File: config.mk
export PLATFORM = sky130hd
export DESIGN_NAME = exception_sequencer
export DESIGN_NICKNAME = d
export VERILOG_FILES = /design/src/rtl/exc_pkg.sv /design/src/rtl/exc_wait_counter.sv /design/src/rtl/exception_sequencer.sv
export SDC_FILE = /design/constraint.sdc
export NUM_CORES = 1
export LEC_CHECK = 0
export ABC_AREA = 1
export BUFFER_PORTS_ARGS = -buffer_cell sky130_fd_sc_hd__buf_2
export CAP_MARGIN = 20
export CORE_UTILIZATION = 39
export DETAILED_ROUTE_END_ITERATION = 10
export PLACE_DENSITY = 0.76
export SKIP_LAST_GASP = 1
export SLEW_MARGIN = 20
export SYNTH_ARGS = -nofsm -noshare
export SYNTH_HDL_FRONTEND = slang
export SYNTH_SLANG_ARGS = --single-unit
File: constraint.sdc
create_clock -name clk -period 1.1 [get_ports clk]
set_input_delay 0.165 -clock clk [delete_from_list [all_inputs] [get_ports clk]]
set_output_delay 0.165 -clock clk [all_outputs]
set_load 0.03 [all_outputs]
File: src/rtl/exc_pkg.sv
// Shared types for the exception sequencer: FSM states, cause codes,
// IorD mux select values and the request-priority / vector-select helpers.
package exc_pkg;

  typedef enum logic [2:0] {
    ST_IDLE = 3'd0,
    ST_SAVE = 3'd1,
    ST_ADDR = 3'd2,
    ST_WAIT = 3'd3,
    ST_LOAD = 3'd4,
    ST_DONE = 3'd5
  } state_t;

  typedef enum logic [1:0] {
    CAUSE_NONE = 2'b00,
    CAUSE_OPC  = 2'b01,
    CAUSE_OVF  = 2'b10,
    CAUSE_DIV0 = 2'b11
  } cause_t;

  localparam logic [2:0] SEL_PC   = 3'b000;
  localparam logic [2:0] SEL_B    = 3'b001;
  localparam logic [2:0] SEL_V253 = 3'b010;
  localparam logic [2:0] SEL_V254 = 3'b011;
  localparam logic [2:0] SEL_V255 = 3'b100;

  function automatic logic [2:0] vector_sel(input cause_t c);
    logic [2:0] sel;
    case (c)
      CAUSE_OPC:  sel = SEL_V253;
      CAUSE_OVF:  sel = SEL_V254;
      CAUSE_DIV0: sel = SEL_V255;
      default:    sel = SEL_PC;
    endcase
    return sel;
  endfunction

  // Opcode wins over overflow, overflow over divide-by-zero.
  function automatic cause_t prio_cause(input logic opc, input logic ovf, input logic div0);
    cause_t c;
    if (opc) begin
      c = CAUSE_OPC;
    end else if (ovf) begin
      c = CAUSE_OVF;
    end else if (div0) begin
      c = CAUSE_DIV0;
    end else begin
      c = CAUSE_NONE;
    end
    return c;
  endfunction

endpackage

File: src/rtl/exc_wait_counter.sv
// Down-counter that times the memory read latency of the vector fetch.
// Loads a start value, decrements to zero and holds there.
module exc_wait_counter #(
  parameter int WIDTH = 2
) (
  input  logic             clk,
  input  logic             reset,
  input  logic             i_load,
  input  logic [WIDTH-1:0] i_load_val,
  input  logic             i_dec,
  output logic             o_zero
);

  localparam logic [WIDTH-1:0] ONE  = WIDTH'(1);
  localparam logic [WIDTH-1:0] ZERO = WIDTH'(0);

  logic [WIDTH-1:0] r_count;

  // Count register: load has priority, decrement saturates at zero.
  always_ff @(posedge clk) begin
    if (reset) begin
      r_count <= ZERO;
    end else if (i_load) begin
      r_count <= i_load_val;
    end else if (i_dec && (r_count != ZERO)) begin
      r_count <= r_count - ONE;
    end else begin
      r_count <= r_count;
    end
  end

  assign o_zero = (r_count == ZERO);

endmodule

File: src/rtl/exception_sequencer.sv
// Takes over the IorD select and memory write enable while an exception is
// serviced: saves EPC, fetches the handler byte from the vector, loads PC.
module exception_sequencer
  import exc_pkg::*;
#(
  parameter int unsigned MEM_WAIT  = 2,
  parameter logic [31:0] PC_OFFSET = 32'd4
) (
  input  logic        clk,
  input  logic        reset,
  input  logic        exc_opcode,
  input  logic        exc_ovf,
  input  logic        exc_div0,
  input  logic [2:0]  ctrl_iord_sel,
  input  logic        ctrl_mem_wr,
  input  logic [31:0] pc_in,
  input  logic [7:0]  mem_byte,
  output logic [2:0]  iord_sel,
  output logic        mem_wr,
  output logic        epc_wr,
  output logic [31:0] epc_val,
  output logic        pc_load,
  output logic [31:0] pc_load_val,
  output logic [1:0]  cause,
  output logic        busy,
  output logic        done
);

  localparam int CW = $clog2(MEM_WAIT) + 1;
  localparam logic [CW-1:0] WAIT_INIT = CW'(MEM_WAIT - 1);

  state_t r_state;
  state_t w_next;
  cause_t r_cause;
  cause_t w_req_cause;
  logic   w_any_req;
  logic   w_wait_zero;

  assign w_any_req   = exc_opcode | exc_ovf | exc_div0;
  assign w_req_cause = prio_cause(exc_opcode, exc_ovf, exc_div0);
  assign cause       = r_cause;

  exc_wait_counter #(.WIDTH(CW)) u_wait (
    .clk        (clk),
    .reset      (reset),
    .i_load     (r_state == ST_ADDR),
    .i_load_val (WAIT_INIT),
    .i_dec      (r_state == ST_WAIT),
    .o_zero     (w_wait_zero)
  );

  // State register.
  always_ff @(posedge clk) begin
    if (reset) begin
      r_state <= ST_IDLE;
    end else begin
      r_state <= w_next;
    end
  end

  // Cause is captured only when a request is accepted and held afterwards.
  always_ff @(posedge clk) begin
    if (reset) begin
      r_cause <= CAUSE_NONE;
    end else if ((r_state == ST_IDLE) && w_any_req) begin
      r_cause <= w_req_cause;
    end else begin
      r_cause <= r_cause;
    end
  end

  // Next state and outputs; reset forces pass-through with no strobes.
  always_comb begin
    w_next      = r_state;
    iord_sel    = ctrl_iord_sel;
    mem_wr      = ctrl_mem_wr;
    epc_wr      = 1'b0;
    epc_val     = 32'd0;
    pc_load     = 1'b0;
    pc_load_val = 32'd0;
    busy        = 1'b0;
    done        = 1'b0;
    if (reset) begin
      w_next = ST_IDLE;
    end else begin
      case (r_state)
        ST_IDLE: begin
          if (w_any_req) begin
            w_next = ST_SAVE;
          end else begin
            w_next = ST_IDLE;
          end
        end
        ST_SAVE: begin
          busy    = 1'b1;
          mem_wr  = 1'b0;
          epc_wr  = 1'b1;
          epc_val = pc_in - PC_OFFSET;
          w_next  = ST_ADDR;
        end
        ST_ADDR: begin
          busy     = 1'b1;
          mem_wr   = 1'b0;
          iord_sel = vector_sel(r_cause);
          w_next   = ST_WAIT;
        end
        ST_WAIT: begin
          busy     = 1'b1;
          mem_wr   = 1'b0;
          iord_sel = vector_sel(r_cause);
          if (w_wait_zero) begin
            w_next = ST_LOAD;
          end else begin
            w_next = ST_WAIT;
          end
        end
        ST_LOAD: begin
          busy        = 1'b1;
          mem_wr      = 1'b0;
          iord_sel    = vector_sel(r_cause);
          pc_load     = 1'b1;
          pc_load_val = {24'd0, mem_byte};
          w_next      = ST_DONE;
        end
        ST_DONE: begin
          busy   = 1'b1;
          mem_wr = 1'b0;
          done   = 1'b1;
          w_next = ST_IDLE;
        end
        default: begin
          w_next = ST_IDLE;
        end
      endcase
    end
  end

endmodule

* Word level (Yosys, flattened, before mapping)
Cells that the tools add are included.
W data, S select, Z words.
** Operators by class
- Reduce and logical (&&, ||, !) cells :: 9
- Bitwise logic cells :: 2
- Shift operators :: 0
- Equal/unequal tests :: 8
- Divide/modulo/power cells :: 0
- Muxes and demuxes :: 25
- Multipliers :: 0
- $add $sub $neg :: 2
- Order comparisons :: 0
** Operators with widths (count)
- $mux W32 :: 2
- $sub A32 B3 Y32 const B :: 1
- $mux W8 :: 2
- $pmux W3 S5 :: 1
- $mux W1 :: 13
- $mux W3 :: 3
- $pmux W3 S3 :: 1
- $eq A3 B2 Y1 const B :: 2
- $eq A3 B3 Y1 const B :: 2
- $mux W2 :: 3
- $reduce_or A5 Y1 :: 1
- $eq A2 B2 Y1 const B :: 2
- $reduce_bool A2 Y1 :: 2
- $eq A3 B1 Y1 const B :: 1
- $logic_not A3 Y1 :: 1
- $reduce_or A3 Y1 :: 1
- $eq A2 B1 Y1 const B :: 1
- $logic_and A1 B1 Y1 :: 2
- $logic_not A2 Y1 :: 1
- $or A1 B1 Y1 :: 2
- $reduce_or A2 Y1 :: 1
- $sub A2 B1 Y2 const B :: 1
** Storage, ports and cells
- Bits in registers :: 7
- Memories kept :: 0
- Output and inout port bits :: 74
- Latch bits :: 0
- Memory bits (read-only) :: 0
- RAM bits :: 0
- Input bits :: 49

* Longest topological paths before layout
- Depth in word-level cells :: 4
- Mapped depth :: 8
- Mapped depth without buffers :: 8

* Modules after synthesis
From an unflattened synthesis, not the netlist that was laid out.
** Unflattened totals
- Cell total of the unflattened synthesis :: 350
- Area total of the unflattened synthesis :: 1754.2 um2
** By module, submodules not included
- exception_sequencer :: area an instance 1614.0 um2, cells each 325, seq. area each 100.1 um2, instances 1
- exc_wait_counter :: area an instance 140.1 um2, cells each 25, seq. area each 40.0 um2, instances 1

* Least setup slack after synthesis
OpenSTA, ideal clock, no wires.
- Path kind :: register -> output
- Start :: register r_state[2]
- End :: output epc_val[16]
- Stages on the path, launching flop included :: 5
- Arrival time :: 1.572 ns
- Required time :: 0.935 ns
- Path buffers :: 1
- Slack :: -0.637 ns
- Path through :: dfxtp_1 > nor3_2 > nand2_2 > buf_4 > nor3b_1
** On the way
- Longest elaborated chain between the ends :: 3
** Ends and longest elaborated chain
- from (decl) :: RTL line exception_sequencer.sv:32 : state_t r_state;
- from (signal assigned) :: RTL line exception_sequencer.sv:57 : r_state <= w_next;
- $eq A3 B1 Y1 :: RTL line exception_sequencer.sv:86 : case (r_state)
- $mux W32 :: RTL line exception_sequencer.sv:86
- $mux W32 :: RTL line exception_sequencer.sv:83 : if (reset) begin
- to (decl) :: RTL line exception_sequencer.sv:21 : output logic [31:0] epc_val,
Every way passes these cells.

* Worst setup path after layout
- Start :: register r_state[2]
- End :: output iord_sel[2]
** On the way
- Longest elaborated chain between the ends :: 4
- Elaborated cells between the ends (all ways) :: 6
- Classes of those cells :: eq/ne (3); mux (2); reduce/logical (1)
** Ends and longest elaborated chain
- $eq A3 B3 Y1 or $eq A3 B2 Y1 (tied branches) :: RTL line exception_sequencer.sv:86
- $reduce_or A3 Y1 (no source line) (*)
- $mux W3 (*)
- $mux W3 (*) :: RTL line exception_sequencer.sv:83
- to (decl) :: RTL line exception_sequencer.sv:18 : output logic [2:0] iord_sel,
Mark *: on every way between the ends. The rest lies on a longest branch, timed or not.

==> key figures <==
Route
  • Final WL: 7815 um
  • DR WL/cell: 14.31 um
  • Post-route ant nets: 0
  • DR pass1 iterations: 4
  • Vias: 2708
  • Via density per instance: 4.960
  • Residual DRC: 0
  • 1st-iter DRT viols: 114

Worst hold path
  • HP Class: in -> reg
  • WHS Path Cells: 4

Placement
  • Port bufs: 98
  • Routability cong.: 0.9292
  • Half-perimeter wire length after placement: 5076 um
  • Placed cells: between 500 and 600

Synthesis
  • Count leader, synth: nor2_1
  • Yosys top cell area share: 0.1760
  • Warnings from Yosys: 0
  • Prevailing post-synth register cell: dfxtp_1
  • Synth area leader: nor2_1
  • Post-synth top cells: nor2_1 (85), nand2_1 (65), inv_1 (49), buf_4 (26), a21oi_1 (18)
  • Avg Inst Size Synth: 5.412 sq um
  • Sequential area share after synthesis: 0.07729
  • Number of synthesized flops with an enable pin: 0
  • Yosys cell types: 34
  • Mapped cell area: 1813 sq um
  • Synth area leaders: nor2_1 (18%), nand2_1 (13%), buf_4 (11%)
  • FF+latch count, synth: 7
  • Mapped Cells: 335
  • Asr flop ratio synth: 0

GRT
  • Largest net degree at the start of global routing: 11
  • Total GRT Usage: 0.2865
  • First-pass GRT wire length: between 10000 and 15000 um
  • Gr ovfl total: 0
  • Initial antenna violation count: 0
  • Vias in the first global route: 2543

Pwr
  • LEAKAGE: 1.830 nW
  • Sequential Power Share: 0.109
  • Pwr dens: 846.0 nW/um^2
  • Clock group share of total power: 0.122
  • Power Internal: about 1.6 mW
  • Net Sw Frac: 0.4945
  • Max IR drop VDD: 1019 uV
  • Psw: 1.572 mW
  • Gate power share: 0.769
  • Pwr Total: 3.179 mW

Run status
  • Failing checks: negative setup slack
  • Status: finished with violations

Layout
  • Layout area overhead: 107.2%
  • N_diodes: 0
  • # nets final: 548
  • Layout cells sized above 1: 0.5911
  • Final core utilization: 0.8512
  • Non-Filler Instances: 546

Clock network
  • TritonCTS Sinks: 7
  • Clock transition at path regs: around 0.050 ns
  • Root Buffer: clkbuf_8
  • CTS tree: done
  • Post-CTS Hold Buffers: 0
  • CTS HTree Levels: 1
  • CTS buffer count: 3
  • Skew-Pair Late Insertion Delay: about 0.24 ns
  • Deepest clock path buffer count: 2

Timing
  • Final TNS setup: -24.28 ns
  • Final Worst Setup Slack: -0.5741 ns
  • Crit share post-route: 1.522
  • Max-slew violations: 0
  • Final Skew: 0.007540 ns
  • Max Fclk: 597.3 MHz
  • Worst Hold Slack: 0.2665 ns
  • Tmin final: 1.674 ns
  • RSZ-0062 raised after global routing: yes
  • Final setup fails: 54
  • Final hold viol count: 0

Critical path
  • CP peak stage delay: around 0.34 ns
  • Worst reg2reg setup slack: -0.18 ns
  • CP Launch Type: flop
  • R2R cell count: 7
  • Slowest-stage cell, CP: dfxtp_4
  • CP cell instances: buf_4, nor2_4, inv_2, o21ai_4, buf_12, o21ai_4, buf_4
  • CP Capture Type: primary output
  • Worst Path Required: 0.94 ns
  • Crit Path Class: reg -> out
  • Crit-path max FO: 4
  • CP arrival: 1.51 ns

Die
  • Core box area: ~4400 sq um
  • Number of top-level pins: 123
  • Height of the die: 70.18 um
  • Die ar.: 4925 sq um
  • Initial Util: 0.4107
  • Die width: 70.18 um
  • Rows: 24

Run
  • Max-cap violations: 0
==> flip-flops by register name, indices dropped and copies added, names as in the netlist <==
name and count:
cause 2, r_state 3, u_wait.r_count 2
==> worst paths after layout <==
kind	from	endpoint
setup reg to reg	r_state[2]$_SDFF_PP0_	r_state[1]$_SDFF_PP0_
setup / recovery	r_state[2]$_SDFF_PP0_	iord_sel[2]
hold reg to reg	u_wait.r_count[1]$_SDFFE_PP0P_	u_wait.r_count[1]$_SDFFE_PP0P_
hold / removal	exc_ovf	cause[0]$_SDFFE_PP0P_
==> per-stage QoR <==
| step | worst slack (ns) | area [sq um] |
|---|---|---|
| 2_1_floorplan | -0.2498 | 2296 |
| 3_3_place_gp | -0.4167 | 3068 |
| 3_5_place_dp | -0.4664 | 3068 |
| 4_1_cts | -0.5505 | 3627 |
| 5_1_grt | -0.6298 | 3757 |
| 6_report | -0.5741 | 3757 |
==> logic make-up (layout without fill, tap and decap cells) <==
kind of cell	count (synthesis)	in the layout	synth area share
simple gates	194	194	0.5128
xor+xnor	4	4	0.01932
compound gates	41	41	0.1277
buf+inv	84	220	0.2333
other cells	1	24	0.002068
fa+ha+maj	4	4	0.02761
flops	7	7	0.07729
==> final cells by class <==
class / count / area [sq um]
multi-input combinational: 267 / 1904
sequential: 7 / 150.1
fill: 258 / 656.9
clock buffer: 4 / 45.04
tap: 52 / 65.06
timing repair buffer: 161 / 1369
inverter: 55 / 224.0
==> placed cells by master (no fill, tap or decap), types with 3 or more instances in the layout <==
cell type,instances
buf_4,53
nor2_1,51
buf_2,50
buf_6,50
nand2_1,49
inv_1,45
nor2_4,40
conb_1,24
nand2_4,15
a21oi_2,11
nor2_2,9
nand2_2,9
o21ai_1,7
nand3_1,7
o21ai_2,6
inv_2,5
buf_12,5
a21oi_4,4
a21oi_1,4
o21ai_4,3
xor2_1,3
ha_1,3
dfxtp_1,3
clkbuf_8,3
==> critical path, delay by kind of cell, from the launching register on <==
| family | cells | cell delay, ns |
|---|---|---|
| buffers and inverters | 4 | 0.54 |
| DFF | 1 | 0.34 |
| AOI/OAI and AO/OA | 2 | 0.28 |
| and+or+nand+nor | 1 | 0.10 |
==> layer usage <==
layer | track usage | vias up | wire length (um)
met4 | 0.1067 | 0 | 327
met2 | 0.5630 | 123 | 4207
met3 | 0.04185 | 26 | 411
met5 | 0 | - | 0
met1 | 0.3018 | 1255 | 2869
li1 | - | 1304 | -
==> power by group through the flow <==
stage / Clock, mW / Sequential (mW) / Combinational, mW
finish: 0.387 / 0.346 / 2.45
global route: 0.411 / 0.349 / 2.57
CTS: 0.375 / 0.341 / 2.23
detailed placement: 0 / 0.346 / 1.81
global placement: 0 / 0.346 / 1.78
floorplan: 0 / 0.385 / 1.18
==> timing repair <==
| item | CTS | global route |
|---|---|---|
| setup endpoints to repair | 53 | 55 |
| gates resized for setup | 132 | 26 |
| buffers inserted | 6 | 4 |
| pin swaps | 8 | 12 |
| cloned | 1 | 0 |
Note: power is estimated with default switching activity, not from simulation.
